**src/rtl/regfile_scoreboard.sv**
```systemverilog
// Integer register file with two combinational read ports, one writeback port,
// optional write-to-read bypass and a per-register busy-bit scoreboard.
module regfile_scoreboard #(
    parameter int unsigned XLEN     = 32,
    parameter int unsigned NREG     = 32,
    parameter bit          BYPASS   = 1'b1,
    parameter bit          ZERO_REG = 1'b1,
    localparam int unsigned AW      = $clog2(NREG)
) (
    input  logic            clk,
    input  logic            rst_n,
    input  logic [AW-1:0]   rs1_addr,
    input  logic            rs1_use,
    input  logic [AW-1:0]   rs2_addr,
    input  logic            rs2_use,
    output logic [XLEN-1:0] rd1_data,
    output logic [XLEN-1:0] rd2_data,
    output logic            rd1_busy,
    output logic            rd2_busy,
    output logic            hazard,
    input  logic            iss_en,
    input  logic [AW-1:0]   iss_addr,
    input  logic            wb_en,
    input  logic [AW-1:0]   wb_addr,
    input  logic [XLEN-1:0] wb_data,
    input  logic            flush
);

    logic [XLEN-1:0] regs [NREG];
    logic [NREG-1:0] busy;
    logic            wb_ok;
    logic            iss_ok;
    logic            ok1;
    logic            ok2;
    logic            hit1;
    logic            hit2;

    // An address is writable when it exists and is not the hardwired zero register
    function automatic logic writable(input logic [AW-1:0] a);
        return (32'(a) < NREG) && !(ZERO_REG && (a == '0));
    endfunction

    assign wb_ok  = wb_en && writable(wb_addr);
    assign iss_ok = iss_en && writable(iss_addr);

    always_ff @(posedge clk or negedge rst_n) begin
        if (!rst_n) begin
            for (int i = 0; i < int'(NREG); i++) begin
                regs[i] <= '0;
            end
        end else if (wb_ok) begin
            regs[wb_addr] <= wb_data;
        end
    end

    // Clear on writeback first, then set on issue so a new producer wins
    always_ff @(posedge clk or negedge rst_n) begin
        if (!rst_n) begin
            busy <= '0;
        end else if (flush) begin
            busy <= '0;
        end else begin
            if (wb_ok) begin
                busy[wb_addr] <= 1'b0;
            end
            if (iss_ok) begin
                busy[iss_addr] <= 1'b1;
            end
        end
    end

    always_comb begin
        ok1      = writable(rs1_addr);
        hit1     = BYPASS && wb_ok && (wb_addr == rs1_addr);
        rd1_data = '0;
        rd1_busy = 1'b0;
        if (ok1) begin
            rd1_data = hit1 ? wb_data : regs[rs1_addr];
            rd1_busy = hit1 ? 1'b0 : busy[rs1_addr];
        end
    end

    always_comb begin
        ok2      = writable(rs2_addr);
        hit2     = BYPASS && wb_ok && (wb_addr == rs2_addr);
        rd2_data = '0;
        rd2_busy = 1'b0;
        if (ok2) begin
            rd2_data = hit2 ? wb_data : regs[rs2_addr];
            rd2_busy = hit2 ? 1'b0 : busy[rs2_addr];
        end
    end

    assign hazard = (rs1_use & rd1_busy) | (rs2_use & rd2_busy);

endmodule

```
**config.mk**
```make
export PLATFORM = sky130hd
export DESIGN_NAME = regfile_scoreboard
export DESIGN_NICKNAME = d
export VERILOG_FILES = /design/src/rtl/regfile_scoreboard.sv
export SDC_FILE = /design/constraint.sdc
export NUM_CORES = 2
export LEC_CHECK = 0
export BUFFER_PORTS_ARGS = -buffer_cell sky130_fd_sc_hd__buf_4
export CAP_MARGIN = 20
export CORE_ASPECT_RATIO = 1.75
export CORE_MARGIN = 4
export CORE_UTILIZATION = 45
export DETAILED_ROUTE_END_ITERATION = 12
export PLACE_DENSITY_LB_ADDON = 0.08
export SYNTH_ARGS = -nofsm -noshare
export SYNTH_HDL_FRONTEND = slang
export SYNTH_SLANG_ARGS = --single-unit
export TNS_END_PERCENT = 10
```
**constraint.sdc**
```tcl
create_clock -name clk -period 3.6 [get_ports clk]
set_input_delay 0.18 -clock clk [delete_from_list [all_inputs] [get_ports clk]]
set_output_delay 0.18 -clock clk [all_outputs]
set_load 0.01 [all_outputs]
```
# Word-level counts from Yosys, hierarchy flattened

Index checks and enable logic that the tools add are counted.

$add $sub $neg: 0
Multipliers: 0
Div/mod/pow operators: 0
$lt $le $gt $ge: 10
Equality and inequality tests: 2
Shift operators: 0
Multiplexer cells: 29
Bitwise operators: 9
Reductions and logical operators: 13

Operators with widths:

| operator             | count |
|---|---|
| $bwmux W1024         | 1 |
| $mux W32             | 13 |
| $bmux W32 S5         | 2 |
| $demux W32 S5        | 1 |
| $and A32 B32 Y32     | 1 |
| $not A32 Y32         | 1 |
| $or A32 B32 Y32      | 1 |
| $lt A5 B6 Y1 const B | 4 |
| $logic_not A5 Y1     | 4 |
| $ge A6 B6 Y1 const B | 3 |
| $not A5 Y6           | 3 |
| $bmux W1 S5          | 2 |
| $demux W1 S5         | 2 |
| $eq A5 B5 Y1         | 2 |
| $ge A5 B1 Y1 const B | 2 |
| $mux W1              | 8 |
| $logic_and A1 B1 Y1  | 7 |
| $lt A6 B1 Y1 const B | 1 |
| $and A1 B1 Y1        | 2 |
| $logic_not A1 Y1     | 2 |
| $or A1 B1 Y1         | 1 |

Register bits: 1056
Latch bits: 0
Bits in writable memories: 0
ROM bits: 0
Input bits: 59
Output and inout bits: 67
Logic and storage cells: 96
Memories: 0

# Longest topological paths before layout

Depth after elaboration: 11
Mapped depth: 10
Gate-level depth less buffers: 5

# Worst setup path after synthesis

OpenSTA, ideal clock, no wires.

Path type: input-to-output
Start: in rs2_addr[1]
End: out rd2_data[22]
Arrival: 2017 ps
Data required time: 3420 ps
Slack: 1403 ps
Stages on the path: 8
Buffers on the path: 4
Cell sequence: clkbuf_1 > buf_2 > buf_2 > clkbuf_1 > mux4_2 > a32oi_1 > a21oi_1 > a221o_1

Cells in the longest elaborated chain, start to end: 6
Elaborated cells on any way between the ends: 9
Those cells by class: 1 x eq/ne; 5 x mux; 1 x bitwise; 2 x reduce/logical

RTL lines:

| item                                        | RTL line | source |
|---|---|---|
| start: declaration                          | 14       | `input logic [AW-1:0] rs2_addr,` |
| $not A5 Y6 (not written as such)            | 89       | `rd2_data = hit2 ? wb_data : regs[rs2_addr];` |
| $bmux W32 S5                                | 89       |  |
| $mux W32 (not written as such) (2 in a row) | 89       |  |
| $mux W32                                    | 89       |  |
| $mux W32 *                                  | 88       | `if (ok2) begin` |
| end: declaration                            | 17       | `output logic [XLEN-1:0] rd2_data,` |

Every way passes the cells marked *; elsewhere a longest branch is shown, timed or not. The select of a mux whose other input is x is not followed.

# Worst setup path after layout

Start: reg regs[938] (netlist bit)
End: out rd2_data[10]

Cells in the longest elaborated chain, start to end: 5

RTL lines:

| item                                        | RTL line | source |
|---|---|---|
| start: declaration                          | 29       | `logic [XLEN-1:0] regs [NREG];` |
| start signal: indexed assignment            | 52       | `regs[wb_addr] <= wb_data;` |
| $bmux W32 S5                                | 89       |  |
| $mux W32 (not written as such) (2 in a row) | 89       |  |
| $mux W32                                    | 89       |  |
| $mux W32                                    | 88       |  |

No other way between the ends. The select of a mux whose other input is x is not followed.

==> run metrics <==
outcome=completed; Clock Sinks=between 1000 and 1500; routed length on met3=between 10000 and 15000 um; worst ir drop on vdd=0.4044 mV; I/O pin count=126; total clock buffers created by CTS=between 100 and 150; routed len/inst=between 30 and 40 um; die area=0.1338 mm^2; clock network latency to the later pin of the worst-skew pair=~700 ps; switching power summed over all nets=about 9.9 mW; count of endpoints failing setup in the final report=0; element type at the critical path start=flip-flop; fraction of power consumed by the clock network=0.334; average footprint of a synthesized cell=around 14 um^2; chain of cells forming the critical path=mux4_2 -> nor2b_1 -> a211oi_1 -> a211oi_1 -> a221o_1 -> buf_4; required time reported for the critical path endpoint=3420 ps; Placer Congestion=0.8342; total of warnings raised by yosys=0; via density per instance=between 6 and 7; number of antenna violations at the first check in global routing=10; leakage component of the power=roughly 28 nW; slew margin rel.=0.3008; GRT Overall Usage=0.2978; Combinational Power Share=0.220; kind of end point of the critical path=output port; area growth from synthesis to layout=12.34%; wire length of the first global-routing pass=~290000 um; post-route non-filler standard cell count=5705; standard cell core area=between 0.1 and 0.15 mm^2; internal power consumption=around 25 mW; total DRC errors in the routed layout=0; Starting Density=0.4525; number of enable-type register cells in the synthesized netlist=0; net total in the final layout=roughly 4000; post-CTS clock slew at the launch and capture registers of the worst setup and hold paths=approximately 70 ps; Highest Clock Rate=around 0.29 GHz; most common flop cell mapped by yosys=sky130_fd_sc_hd__dfrtp_1; share of flip-flops with an asynchronous set or reset after synthesis=1.000; Hold Crit Class=input pin to asynchronous set/reset pin; number of placement rows=173; Vert. Die Dim=480.9 um; DR pass1 iterations=7; Slowest Stage Delay on Critical Path=roughly 850 ps; switching part of the total=0.2825; DRT antenna net count=0; part of the power in registers=0.447; unrepaired setup endpoints after global routing=false; clk buf depth=3; clk_skew=0 ps; placed wire-length estimate=between 100000 and 150000 um; max-cap violations=0; number of synthesized register bits=between 1000 and 1500; clock root buffer=sky130_fd_sc_hd__clkbuf_16; Critical Path AT=about 3300 ps; CTS HTree Levels=3; aggregate routed wire length=around 200000 um; final hold vios=0; overall overflow remaining after global route=0; sum of routed wire segments on met1=approximately 80000 um; Cell variety after synth=56; Met2 Wirelength=100900 um; number of I/O port buffers=around 130; number of DRC markers after the initial detailed-route iteration=2993; Worst path slowest cell=sky130_fd_sc_hd__a211oi_1; WS Path Type=flip-flop to output port; uppermost layer routed=met5; Worst Max-Slew Pin Slew=about 1000 ps; post-synthesis instance area=~0.057 mm^2; number of max-slew violations in the final report=0; sequential fraction of the synthesis area=0.4596; Period Utilization, post-route=0.9586; number of cells produced by synthesis=3977; CTS tree=done; PD cells=roughly 540 mW/mm^2; minimum clock period=between 3000 and 4000 ps; maximum net fanout on the critical path=3; number of nets in the synthesized netlist=approximately 4000; die outline width=278.2 um; pin count of the biggest net entering global routing=140; vias after detailed routing=between 30000 and 40000; Post-Route Setup TNS=0 ps; layout cells sized above 1=0.4938; CP dominant cell by count=sky130_fd_sc_hd__a211oi_1; Resized cells post-CTS=0; placed cell count=approximately 5500; number of global-route vias before repair=~40000
critical path: cells and delay by family (launching register included):
family / cells / cell delay, ps
flops: 1 / 410
compound gates: 3 / 1350
mux: 1 / 460
simple gates: 1 / 140
buf+inv: 1 / 190
routing by layer:
metal | global-route usage | vias up
met3 | 0.04464 | 377
met1 | 0.3846 | 20664
met5 | 0 | -
met4 | 0.1130 | 2
li1 | - | 15296
met2 | 0.5100 | 1234
synthesized netlist by cell type (35+ instances only):
cell | n | share of area
sky130_fd_sc_hd__mux2i_1 | 286 | 0.050
sky130_fd_sc_hd__buf_2 | 115 | 0.010
sky130_fd_sc_hd__a221o_1 | 58 | 0.010
sky130_fd_sc_hd__mux2_2 | 1026 | 0.20
sky130_fd_sc_hd__buf_1 | 50 | 0.0033
sky130_fd_sc_hd__a21oi_1 | 89 | 0.0077
sky130_fd_sc_hd__dfrtp_1 | 1056 | 0.46
sky130_fd_sc_hd__nor2_1 | 45 | 0.0029
sky130_fd_sc_hd__o21ai_0 | 57 | 0.0050
sky130_fd_sc_hd__clkbuf_1 | 257 | 0.017
sky130_fd_sc_hd__nand2_1 | 58 | 0.0038
sky130_fd_sc_hd__nor2b_1 | 46 | 0.0050
sky130_fd_sc_hd__a221oi_1 | 95 | 0.014
sky130_fd_sc_hd__a22oi_1 | 35 | 0.0046
sky130_fd_sc_hd__nor3_1 | 46 | 0.0040
sky130_fd_sc_hd__mux4_2 | 442 | 0.17
area by class of cell:
cell class                      count  area (um^2)
Fill cell                       10859        62470
Multi-Input combinational cell   2451        29180
Sequential cell                  1056        26430
Timing Repair Buffer              328         3259
Clock buffer                      154         3105
Tap cell                         1662         2079
Clock inverter                     42        498.0
Inverter                            7        31.28
Antenna cell                        5        12.51
final timing paths:
| path | startpoint | to | slack (ps) | cells past startpoint |
|---|---|---|---|---|
| setup / recovery | regs[938]$_DFFE_PN0P_ | rd2_data[10] | 150 | 6 |
| hold / removal | rst_n | regs[1023]$_DFFE_PN0P_ | 10 | 2 |
| setup reg to reg | busy[3]$_DFF_PN0_ | busy[3]$_DFF_PN0_ | 2310 | 3 |
| hold reg to reg | regs[994]$_DFFE_PN0P_ | regs[994]$_DFFE_PN0P_ | 390 | 0 |
| max in group asynchronous | rst_n | regs[536]$_DFFE_PN0P_ | 2380 | 3 |
| min in group clk | wb_data[1] | regs[865]$_DFFE_PN0P_ | 30 | 2 |
sequential cells by signal, indices dropped and copies added (netlist names):
signal and flops:
regs 1024, busy 32
timing repair:
item | CTS | global route
hold endpoints to repair | 374 | 0
setup buffers | 0 | 0
hold buffers | 23 | 0
layout by cell type, fill, tap and decap left out, types with 5 or more instances in the layout:
master	synthesis	routed
sky130_fd_sc_hd__clkinv_2	0	22
sky130_fd_sc_hd__dfrtp_1	1056	1056
sky130_fd_sc_hd__clkinvlp_4	0	6
sky130_fd_sc_hd__nor3_1	46	42
sky130_fd_sc_hd__clkbuf_8	0	24
sky130_fd_sc_hd__clkbuf_1	257	23
sky130_fd_sc_hd__mux2_2	1026	1026
sky130_fd_sc_hd__nor3_2	2	5
sky130_fd_sc_hd__mux4_2	442	442
sky130_fd_sc_hd__buf_4	24	242
sky130_fd_sc_hd__o211ai_1	9	9
sky130_fd_sc_hd__nor2_1	45	37
sky130_fd_sc_hd__o31ai_1	6	6
sky130_fd_sc_hd__nor2_4	0	8
sky130_fd_sc_hd__buf_8	1	5
sky130_fd_sc_hd__a21oi_1	89	89
sky130_fd_sc_hd__diode_2	0	5
sky130_fd_sc_hd__a211oi_1	30	30
sky130_fd_sc_hd__a221oi_1	95	95
sky130_fd_sc_hd__bufinv_16	0	10
sky130_fd_sc_hd__o21ai_0	57	57
sky130_fd_sc_hd__a32oi_1	23	23
sky130_fd_sc_hd__clkbuf_16	0	108
sky130_fd_sc_hd__nand2b_1	14	14
sky130_fd_sc_hd__nand2_1	58	44
sky130_fd_sc_hd__nor2b_4	0	5
sky130_fd_sc_hd__mux2i_1	286	286
sky130_fd_sc_hd__dlygate4sd3_1	0	23
sky130_fd_sc_hd__buf_12	0	55
sky130_fd_sc_hd__xnor2_1	5	5
sky130_fd_sc_hd__a22oi_1	35	35
sky130_fd_sc_hd__nand3_1	8	6
sky130_fd_sc_hd__xor2_1	5	5
sky130_fd_sc_hd__nor2b_1	46	40
sky130_fd_sc_hd__nand2_2	0	14
sky130_fd_sc_hd__a221o_1	58	58
sky130_fd_sc_hd__and2_1	27	26
power by group through the flow:
stage	registers (mW)	clock network (mW)	logic, mW
after detailed placement	15.8	0	7.74
after global routing	15.9	12.4	8.22
final	15.6	11.7	7.69
after global placement	15.7	0	7.63
after CTS	15.6	11.9	7.78
after floorplan	15.3	0	5.48
metrics by stage:
| stage | instance area, um^2 | hold slack (ps) | power, mW | worst slack (ps) | util |
|---|---|---|---|---|---|
| after floorplan | 57490 | -115.6 | 20.74 | 1403 | - |
| after global placement | 60740 | 178.8 | 23.32 | 474.5 | 0.4781 |
| after detailed placement | 60740 | 181.6 | 23.55 | 521.2 | 0.4781 |
| after CTS | 64580 | 0.1820 | 35.29 | 130.5 | 0.5082 |
| after global routing | 64580 | 31.10 | 36.48 | 66.70 | 0.5083 |
| final | 64590 | 13.67 | 35.00 | 148.9 | 0.5083 |
cell families after synthesis:
logic type             share of synthesized area
multiplexers                              0.4243
AO/OA/AOI/OAI                            0.05356
XOR/XNOR                                0.001523
buffers and inverters                    0.03693
flip-flops                                0.4596
AND/OR/NAND/NOR                          0.02409
No activity file was read; power rests on OpenSTA's default activity.
